--- src/rtl/dice_scorer.sv ---
// Score keeper for the electronic dice: captures the throw on each button release,
// validates it, accumulates score and roll count, flags doubles and ends the game at TARGET.
module dice_scorer #(
  parameter int TARGET  = 30,
  parameter int SCORE_W = 6,
  parameter int COUNT_W = 4
) (
  input  logic               clk,
  input  logic               rst,
  input  logic               button,
  input  logic [2:0]         throw,
  input  logic               new_game,
  output logic               roll_valid,
  output logic [2:0]         roll_value,
  output logic               illegal,
  output logic               double_flag,
  output logic [SCORE_W-1:0] score,
  output logic [COUNT_W-1:0] roll_count,
  output logic               done
);

  typedef enum logic [1:0] {IDLE, ROLLING, DONE} state_t;

  localparam logic [SCORE_W-1:0] TARGET_S = SCORE_W'(TARGET);

  state_t             state_reg, state_next;
  logic               button_q;
  logic [2:0]         value_reg, value_next;
  logic [SCORE_W-1:0] score_reg, score_next;
  logic [COUNT_W-1:0] count_reg, count_next;
  logic               prev_reg, prev_next;
  logic               valid_reg, valid_next;
  logic               illegal_reg, illegal_next;
  logic               double_reg, double_next;
  logic [SCORE_W:0]   sum;
  logic [SCORE_W-1:0] sat_sum;
  logic               release_edge;
  logic               legal;

  always_ff @(posedge clk or negedge rst) begin
    if (!rst) begin
      state_reg   <= IDLE;
      button_q    <= 1'b0;
      value_reg   <= '0;
      score_reg   <= '0;
      count_reg   <= '0;
      prev_reg    <= 1'b0;
      valid_reg   <= 1'b0;
      illegal_reg <= 1'b0;
      double_reg  <= 1'b0;
    end else begin
      state_reg   <= state_next;
      button_q    <= button;
      value_reg   <= value_next;
      score_reg   <= score_next;
      count_reg   <= count_next;
      prev_reg    <= prev_next;
      valid_reg   <= valid_next;
      illegal_reg <= illegal_next;
      double_reg  <= double_next;
    end
  end

  always_comb begin
    state_next   = state_reg;
    value_next   = value_reg;
    score_next   = score_reg;
    count_next   = count_reg;
    prev_next    = prev_reg;
    valid_next   = 1'b0;
    illegal_next = 1'b0;
    double_next  = 1'b0;
    release_edge = button_q & ~button;
    legal        = (throw != 3'd0) && (throw != 3'd7);
    sum          = {1'b0, score_reg} + {{(SCORE_W-2){1'b0}}, throw};
    sat_sum      = sum[SCORE_W] ? {SCORE_W{1'b1}} : sum[SCORE_W-1:0];

    // A new game wins over anything else happening on the same edge
    if (new_game) begin
      value_next = '0;
      score_next = '0;
      count_next = '0;
      prev_next  = 1'b0;
      state_next = button ? ROLLING : IDLE;
    end else begin
      case (state_reg)
        IDLE: begin
          if (button) state_next = ROLLING;
        end
        ROLLING: begin
          if (release_edge) begin
            if (legal) begin
              valid_next  = 1'b1;
              double_next = prev_reg && (throw == value_reg);
              value_next  = throw;
              score_next  = sat_sum;
              count_next  = (&count_reg) ? count_reg : count_reg + COUNT_W'(1);
              prev_next   = 1'b1;
            end else begin
              illegal_next = 1'b1;
            end
            state_next = (score_next >= TARGET_S) ? DONE : IDLE;
          end
        end
        DONE: begin
          state_next = DONE;
        end
        default: state_next = IDLE;
      endcase
    end
  end

  assign roll_valid  = valid_reg;
  assign roll_value  = value_reg;
  assign illegal     = illegal_reg;
  assign double_flag = double_reg;
  assign score       = score_reg;
  assign roll_count  = count_reg;
  assign done        = (state_reg == DONE);

endmodule

--- config.mk ---
export PLATFORM = sky130hd
export DESIGN_NAME = dice_scorer
export DESIGN_NICKNAME = d
export VERILOG_FILES = /design/src/rtl/dice_scorer.sv
export SDC_FILE = /design/constraint.sdc
export NUM_CORES = 1
export LEC_CHECK = 0
export ABC_AREA = 1
export CORE_ASPECT_RATIO = 1.2
export CORE_MARGIN = 1
export CORE_UTILIZATION = 50
export CTS_CLUSTER_SIZE = 10
export DETAILED_ROUTE_END_ITERATION = 12
export PLACE_DENSITY = 0.81
export RECOVER_POWER = 50
export SLEW_MARGIN = 20
export SYNTH_ARGS = -nofsm -noshare
export SYNTH_HDL_FRONTEND = slang
export SYNTH_SLANG_ARGS = --single-unit
--- constraint.sdc ---
create_clock -name clk -period 2.4 [get_ports clk]
set_clock_uncertainty 0.2 [all_clocks]
set_input_delay 0.36 -clock clk [delete_from_list [all_inputs] [get_ports clk]]
set_output_delay 0.36 -clock clk [all_outputs]
set_load 0.01 [all_outputs]
# == Word level (Yosys, flattened, before mapping) ==
# Cells that the tools add are included.
# totals
regBits,20
out_inout_bits,17
wordCells,72
# op_classes
n_mux,39
magnitude_cmp,1
n_addsub,2
eq_ne,7
bitwise,2
reduce_logical,12
# op_table
cell,n
6-bit 2-to-1 mux,8
4-bit 2-to-1 mux,5
1-bit 2-to-1 mux,17
3-bit 2-to-1 mux,4
"3-bit != test, second input constant",3
2-bit 2-to-1 mux,4
4-bit AND reduction,2
6-bit by 3-bit adder with 7-bit output,1
"6-bit by 5-bit >= comparator with 1-bit output, second input constant",1
2-bit case mux with 3 select lines,1
2-bit nonzero test,3
"4-bit by 1-bit adder with 4-bit output, second input constant",1
2-bit AND reduction,2
3-bit == test,1
3-bit AND reduction,1
3-bit nonzero test,1
"2-bit by 1-bit == test with 1-bit output, second input constant",1
"2-bit == test, second input constant",1
1-bit logical AND,2
2-bit logical NOT,1
"2-bit != test, second input constant",1
1-bit AND,1
1-bit NOT,1

# == Longest topological paths before layout ==
# Gate-level depths: netlist of run 1.
# logic_depth
ltp_word,11
depth_mapped,12
ltp_nobuf,12

# == Worst setup path before layout of run 1 ==
# OpenSTA, ideal clock, no wires.
# synth_timing
kind,reg2reg
from,register score_reg[0] (netlist: score[0])
to,register state_reg[1]
synth_period_minus_slack_ps,2018
required_ps,2083
stages_incl_launch_ff,13
slack_ps,382
setup_time_ps,117
arrival_ps,1700
n_path_buf,0
path_cell_list,dfrtp_1 -> ha_1 -> fa_1 -> nand2_1 -> nand2_1 -> nand2_1 -> inv_1 -> nand2_1 -> nand3_1 -> nand3_1 -> nand2_1 -> nand2_1 -> a21oi_2
# synth_via
elab_chain_cells,11
# synth_rtl
element,line_no,text
start: declaration,29,"logic [SCORE_W-1:0] score_reg, score_next;"
start signal: assignment,55,score_reg <= score_next;
6-bit by 3-bit adder with 7-bit output,75,"sum = {1'b0, score_reg} + {{(SCORE_W-2){1'b0}}, throw};"
6-bit 2-to-1 mux,76,sat_sum = sum[SCORE_W] ? {SCORE_W{1'b1}} : sum[SCORE_W-1:0];
6-bit 2-to-1 mux *,92,if (legal) begin
6-bit 2-to-1 mux *,91,if (release_edge) begin
6-bit 2-to-1 mux *,86,case (state_reg)
6-bit 2-to-1 mux *,79,if (new_game) begin
6-bit by 5-bit >= comparator with 1-bit output *,102,state_next = (score_next >= TARGET_S) ? DONE : IDLE;
2-bit 2-to-1 mux *,102,
2-bit 2-to-1 mux *,91,
2-bit case mux with 3 select lines *,86,
2-bit 2-to-1 mux *,79,
end signal: assignment,52,state_reg <= state_next;
end: declaration,26,"state_t state_reg, state_next;"
# Every way passes the cells marked *; elsewhere a longest branch is shown, timed or not. The select of a mux whose other input is x is not followed.
# A chain may end at the register's enable or synchronous reset.

# == Worst setup path in the final report of run 1 ==
# layout_timing
from,input throw[0]
to,register state_reg[1]
# layout_via
elab_chain_cells,11
# layout_rtl
element,line_no,text
start: declaration,11,"input logic [2:0] throw,"
"6-bit by 3-bit adder with 7-bit output, or another cell as far along",75,
6-bit 2-to-1 mux or 1-bit logical AND (tied branches),"76, 74",
6-bit 2-to-1 mux *,92,
6-bit 2-to-1 mux *,91,
6-bit 2-to-1 mux *,86,
6-bit 2-to-1 mux *,79,
6-bit by 5-bit >= comparator with 1-bit output *,102,
2-bit 2-to-1 mux *,102,
2-bit 2-to-1 mux *,91,
2-bit case mux with 3 select lines *,86,
2-bit 2-to-1 mux *,79,
# Marked as above.

==> results of run 1 <==
final cells by class:
| type | count | area (sq um) |
|---|---|---|
| fill | 178 | 653 |
| sequential | 20 | 500 |
| clock buffer | 3 | 22.5 |
| tap | 30 | 37.5 |
| timing repair buffer | 28 | 264 |
| inverter | 24 | 90.1 |
| multi-input combinational | 100 | 572 |
metrics by stage:
| stage | util (%) | cells | cell area (sq um) |
|---|---|---|---|
| after floorplan | - | 144 | 1170 |
| after global placement | 68.8 | 202 | 1470 |
| after detailed placement | 68.8 | 202 | 1470 |
| after CTS | 69.9 | 205 | 1500 |
| after global routing | 69.5 | 205 | 1490 |
| final | 69.5 | 205 | 1490 |
worst reg2reg max path, cell delays in order, from the launching register on:
cell and delay (ns):
dfrtp_1 0.42, ha_1 0.22, fa_1 0.39, nand2_1 0.10, nand2_1 0.05, nand2_1 0.12
inv_1 0.07, nand2_1 0.10, nand3_1 0.12, nand3_1 0.10, nand2_1 0.05, nand2_1 0.06
a21oi_2 0.05
metal layers:
metal  vias up  track usage, %  routed length, microns
met5         -               0                       0
met4         0            8.82                      40
met3         5            2.27                      95
met2        34            40.1                    1290
met1       493            27.9                    1030
li1        528               -                       -
where the power goes:
group          switching [uW]  total, uW  internal (uW)
Clock                    98.6        157           58.6
Combinational            70.9        121           49.6
Sequential               9.01        356            347
path summary, 6_finish.rpt:
kind	start	depth (start not counted)	endpoint	slack (ns)
worst max-delay path	throw[0]	13	state_reg[1]$_DFFE_PN0P_	0.19
worst min-delay path	prev_reg$_DFFE_PN0P_	2	prev_reg$_DFFE_PN0P_	0.30
worst max register to register	score[0]$_DFFE_PN0P_	12	state_reg[1]$_DFFE_PN0P_	0.27
worst min register to register	prev_reg$_DFFE_PN0P_	2	prev_reg$_DFFE_PN0P_	0.30
max in group asynchronous	rst	2	roll_value[2]$_DFFE_PN0P_	0.82
min in group asynchronous	rst	2	button_q$_DFF_PN0_	0.54
synthesized netlist by cell type:
cell type | n | area [sq um]
nand2_2 | 5 | 31.3
nand2_4 | 1 | 11.3
o22ai_1 | 4 | 25.0
nand2_1 | 32 | 120
o21ai_2 | 1 | 8.76
xor2_1 | 1 | 8.76
o21ai_1 | 1 | 5.00
ha_1 | 4 | 50.1
nand4_2 | 1 | 12.5
a2111oi_4 | 1 | 27.5
nand3_2 | 1 | 10.0
inv_2 | 1 | 3.75
o21ai_0 | 11 | 55.1
nor2_4 | 1 | 11.3
a21oi_2 | 1 | 8.76
dfrtp_1 | 20 | 500
nor2_1 | 11 | 41.3
nand3_1 | 12 | 60.1
a21oi_1 | 4 | 20.0
xnor2_1 | 2 | 17.5
inv_1 | 23 | 86.3
nor2_2 | 4 | 25.0
fa_1 | 1 | 20.0
o211ai_1 | 1 | 7.51
kinds of logic after synthesis:
family                     after synthesis  synth area share, %
adders and majority gates                5                 6.00
DFF                                     20                 42.9
xor gates and xnor gates                 3                 2.25
buffers and inverters                   24                 7.72
AOI/OAI and AO/OA                       24                 13.5
and+or+nand+nor                         68                 27.7
==> flow_summary.yaml, run 1 <==
run_status:
  run_status: "completed"
clock_tree:
  cts_setup_buffers: 0
  clkLatencyLatePin_ns: 0.30
  ctsHtreeMaxLevel: 1
  clk_pin_slew_ns: 0.11
  cts.sinks: 20
  root_buffer: "clkbuf_4"
  cts_inserted_buffers: 3
  post_cts_resized: 0
  tritoncts: "built"
  clk_path_buf_depth: 2
  cts_hold_buf: 0
cells_and_area:
  layout_common_cells: "32 x nand2_1, 23 x inv_1, 20 x dfrtp_1"
  largest_register_ffs: 6
  area_growth_pct: 27.3
  finalNetCount: 189
  antenna-diode-count: 0
  layout_commonest_cell: "nand2_1"
  drive_gt1_share_pct: 12.6
detailed_routing:
  post_drt_wl_per_cell_microns: 12.0
  routed_wl_mm: 2.45
  drt_first_pass_iters: 4
  routed-via-count: 1060
  drt_drc_violations_left: 0
  drtIter0Drc: 26
  via_per_inst: 5.17
  detail-route-antenna-nets: 0
worst_setup_path:
  crit_family: "simple AND/OR/NAND/NOR gates"
  max_stage_delay_ns: 0.42
  cp.required_ns: 2.41
  arrival_ns: 2.22
  crit_slowest_cell: "clkdlybuf4s50_1"
  end_kind: "flip-flop"
  path_cells: "clkdlybuf4s50_1, ha_1, fa_1, nand2_1, nand2_1, nand2_1, inv_1, nand2_1, nand3_1, nand3_1, nand2_1, nand2_1, a21oi_2"
  path_max_fanout: 3
  cpMostUsedCell: "nand2_1"
  worstSetupPathType: "primary input to flip-flop"
  crit_buf_inv: 2
  start_kind: "primary input"
die:
  initial_core_util_pct: 54.6
  coreArea_sq_um: 2140
  die_area_sq_um: 2530
  die_w_microns: 46.1
  rows: 18
  ios: 24
  die_h_microns: 54.9
timing:
  finalSetupViolCount: 0
  finalWorstSetupSlack_ns: 0.190
  period_needed_ns: 2.21
  rsz0062_at_grt: "false"
  finalSetupTns_ns: 0
  hold_viol: 0
  final_max_slew_viol_count: 0
  whs_ns: 0.304
  timing.final.crit_share_pct: 92.1
  fmax_mhz: 453
  worstMarginPinSlew_ns: 1.05
  max-slew-margin-rel_pct: 29.9
pwr:
  powerDensity_nw_per_um2: 426
  p_leak_uw: 0.000727
  report.power.total_uw: 634
  peakVddDrop_mv: 0.328
global_route:
  grt_start_max_net_pins: 21
  antenna_found_initial: 0
  grt_pass1_vias: 964
  grt_first_pass_wirelength_mm: 4.04
  overflow: 0
  grt_usage_pct: 22.6
synth:
  syn_nets: 156
  syn_area_sq_um: 1170
  ys_types: 24
  syn_area_per_cell_sq_um: 8.11
  ys_seq_elements: 20
  synth_cells: 144
  yosysSeqAreaShare_pct: 42.9
  yosysWarnings: 0
placement:
  gp_congestion: 0.868
  dp_slack_ns: -0.123
  dp_hpwl_mm: 1.96
  io_buffers: 23
job:
  drv_cap: 0
hold_path:
  hold_class: "flip-flop to flip-flop"
Note: power is estimated with default switching activity, not from simulation.
==> run 2: changes to the inputs <==
CORE_UTILIZATION = 54   (was 50)
PLACE_DENSITY = 0.87   (was 0.81)
clock period = 2.6 ns   (was 2.4 ns; I/O delays follow)
==> run 2 against run 1 <==
Sequential power fell by 7.9%. First-iteration DRC count shrank 27%. Critical endpoint unchanged. Utilization increased by 3.2 points. Largest power group unchanged. Clock power rose by 20%.
==> flow_summary.yaml, run 2 (synthesis results as in run 1) <==
detailed_routing:
  drt_drc_violations_left: 0
  met1_length_mm: 1.11
  post_drt_wl_per_cell_microns: 12.4
  top_layer_used: "met4"
  drt_first_pass_iters: 4
  drtIter0Drc: 19
  detail-route-antenna-nets: 0
  routed-via-count: 1047
  wl_met2_mm: 1.26
  wl_met3_microns: 98
  via_per_inst: 5.11
  routed_wl_mm: 2.54
clock_tree:
  ctsHtreeMaxLevel: 1
  cts.sinks: 20
  clkLatencyLatePin_ns: 0.31
  clk_path_buf_depth: 2
  cts_setup_buffers: 0
  post_cts_resized: 0
  root_buffer: "clkbuf_4"
  tritoncts: "built"
  cts_hold_buf: 0
  cts_inserted_buffers: 3
  clk_pin_slew_ns: 0.11
cells_and_area:
  layout_commonest_cell: "nand2_1"
  antenna-diode-count: 0
  drive_gt1_share_pct: 12.0
  stdcell_count: 205
  area_growth_pct: 27.7
  largest_register_ffs: 6
  finalNetCount: 188
  layout_common_cells: "33 x nand2_1, 23 x inv_1, 20 x dfrtp_1"
global_route:
  grt_usage_pct: 24.7
  grt_start_max_net_pins: 21
  grt_first_pass_wirelength_mm: 4.24
  grt_pass1_vias: 1030
  overflow: 0
  antenna_found_initial: 0
worst_setup_path:
  worstSetupPathType: "primary input to flip-flop"
  path_max_fanout: 3
  rr_worst_depth: 12
  reg2reg_slack_ns: 0.39
  end_kind: "flip-flop"
  arrival_ns: 2.32
  start_kind: "primary input"
  reg2reg_to: "state_reg[1]$_DFFE_PN0P_"
  r2r-start: "score[0]$_DFFE_PN0P_"
  cp.required_ns: 2.62
pwr:
  clock_power_share_pct: 30.0
  p_leak_uw: 0.000725
  power_frac_comb_pct: 17.7
  p_switching_uw: 177
  peakVddDrop_mv: 0.324
  cell_internal_pwr_uw: 451
  powerDensity_nw_per_um2: 421
  p_sw_share_pct: 28.2
  pwr-share-seq_pct: 52.3
hold_path:
  worstHoldEndpoint: "prev_reg$_DFFE_PN0P_"
  hold_class: "flip-flop to flip-flop"
  min_from: "prev_reg$_DFFE_PN0P_"
  min_path_cells: 2
timing:
  finalSetupViolCount: 0
  fmax_mhz: 435
  final_max_slew_viol_count: 0
  hold_viol: 0
  period_needed_ns: 2.30
  rsz0062_at_grt: "false"
  worstMarginPinSlew_ns: 1.07
  finalSetupTns_ns: 0
  timing.final.crit_share_pct: 88.5
  max-slew-margin-rel_pct: 28.6
run_status:
  run_status: "completed"
die:
  coreArea_sq_um: 2050
  ios: 24
  die_area_sq_um: 2350
  die_h_microns: 52.9
  die_w_microns: 44.4
  initial_core_util_pct: 57.0
  rows: 18
job:
  drv_cap: 0
placement:
  gp_congestion: 0.883
  placed_cells: 201
  io_buffers: 23
  dp_hpwl_mm: 1.93
## run 2: power by group through the flow
stage               clock network (uW)  registers, uW  logic (uW)
finish                             188            328         111
global route                       195            330         123
CTS                                190            329         114
detailed placement                   0            335         113
global placement                     0            334         109
floorplan                            0            336        60.1
## run 2: area by class of cell
type	count	area, sq um
clock buffers	4	36.3
repair buffers	27	256
multi-input cells	100	569
flip-flops and latches	20	500
well taps	30	37.5
inverters	24	90.1
fillers	158	559
## run 2: through the flow
step / hold slack, ns / power [uW] / worst slack (ns) / utilization, % / cell area, sq um
2_1_floorplan: -0.106 / 396 / 0.582 / - / 1170
3_3_place_gp: 0.265 / 443 / 0.103 / 71.5 / 1470
3_5_place_dp: 0.266 / 448 / 0.00753 / 71.5 / 1470
4_1_cts: 0.206 / 633 / 0.306 / 73.3 / 1500
5_1_grt: 0.334 / 648 / 0.140 / 72.7 / 1490
6_report: 0.301 / 628 / 0.299 / 72.7 / 1490
## run 2: worst max path at each step
| stage | startpoint | end | slack, ns | cells past startpoint |
|---|---|---|---|---|
| after floorplan | score[0]$_DFFE_PN0P_ | state_reg[1]$_DFFE_PN0P_ | 0.58 | 12 |
| after detailed placement | throw[0] | state_reg[1]$_DFFE_PN0P_ | 0.008 | 13 |
| final | throw[0] | state_reg[1]$_DFFE_PN0P_ | 0.30 | 13 |
| after global routing | throw[0] | state_reg[1]$_DFFE_PN0P_ | 0.14 | 13 |
| after CTS | throw[0] | state_reg[1]$_DFFE_PN0P_ | 0.31 | 13 |
| after global placement | throw[0] | state_reg[1]$_DFFE_PN0P_ | 0.10 | 13 |
## run 2: metal layers
layer  vias to the layer above  track usage (%)
met5                         -                0
met1                       488             29.0
met4                         0             11.1
met2                        27             44.9
met3                         7             2.05
li1                        525                -
## run 2: critical path, cell delays in order
cell and delay (ns):
clkdlybuf4s50_1 0.43, ha_1 0.24, fa_1 0.41, nand2_1 0.10, nand2_1 0.06, nand2_1 0.12
inv_1 0.07, nand2_1 0.09, nand3_1 0.12, nand3_1 0.12, nand2_1 0.06, nand2_1 0.07
a21oi_2 0.05
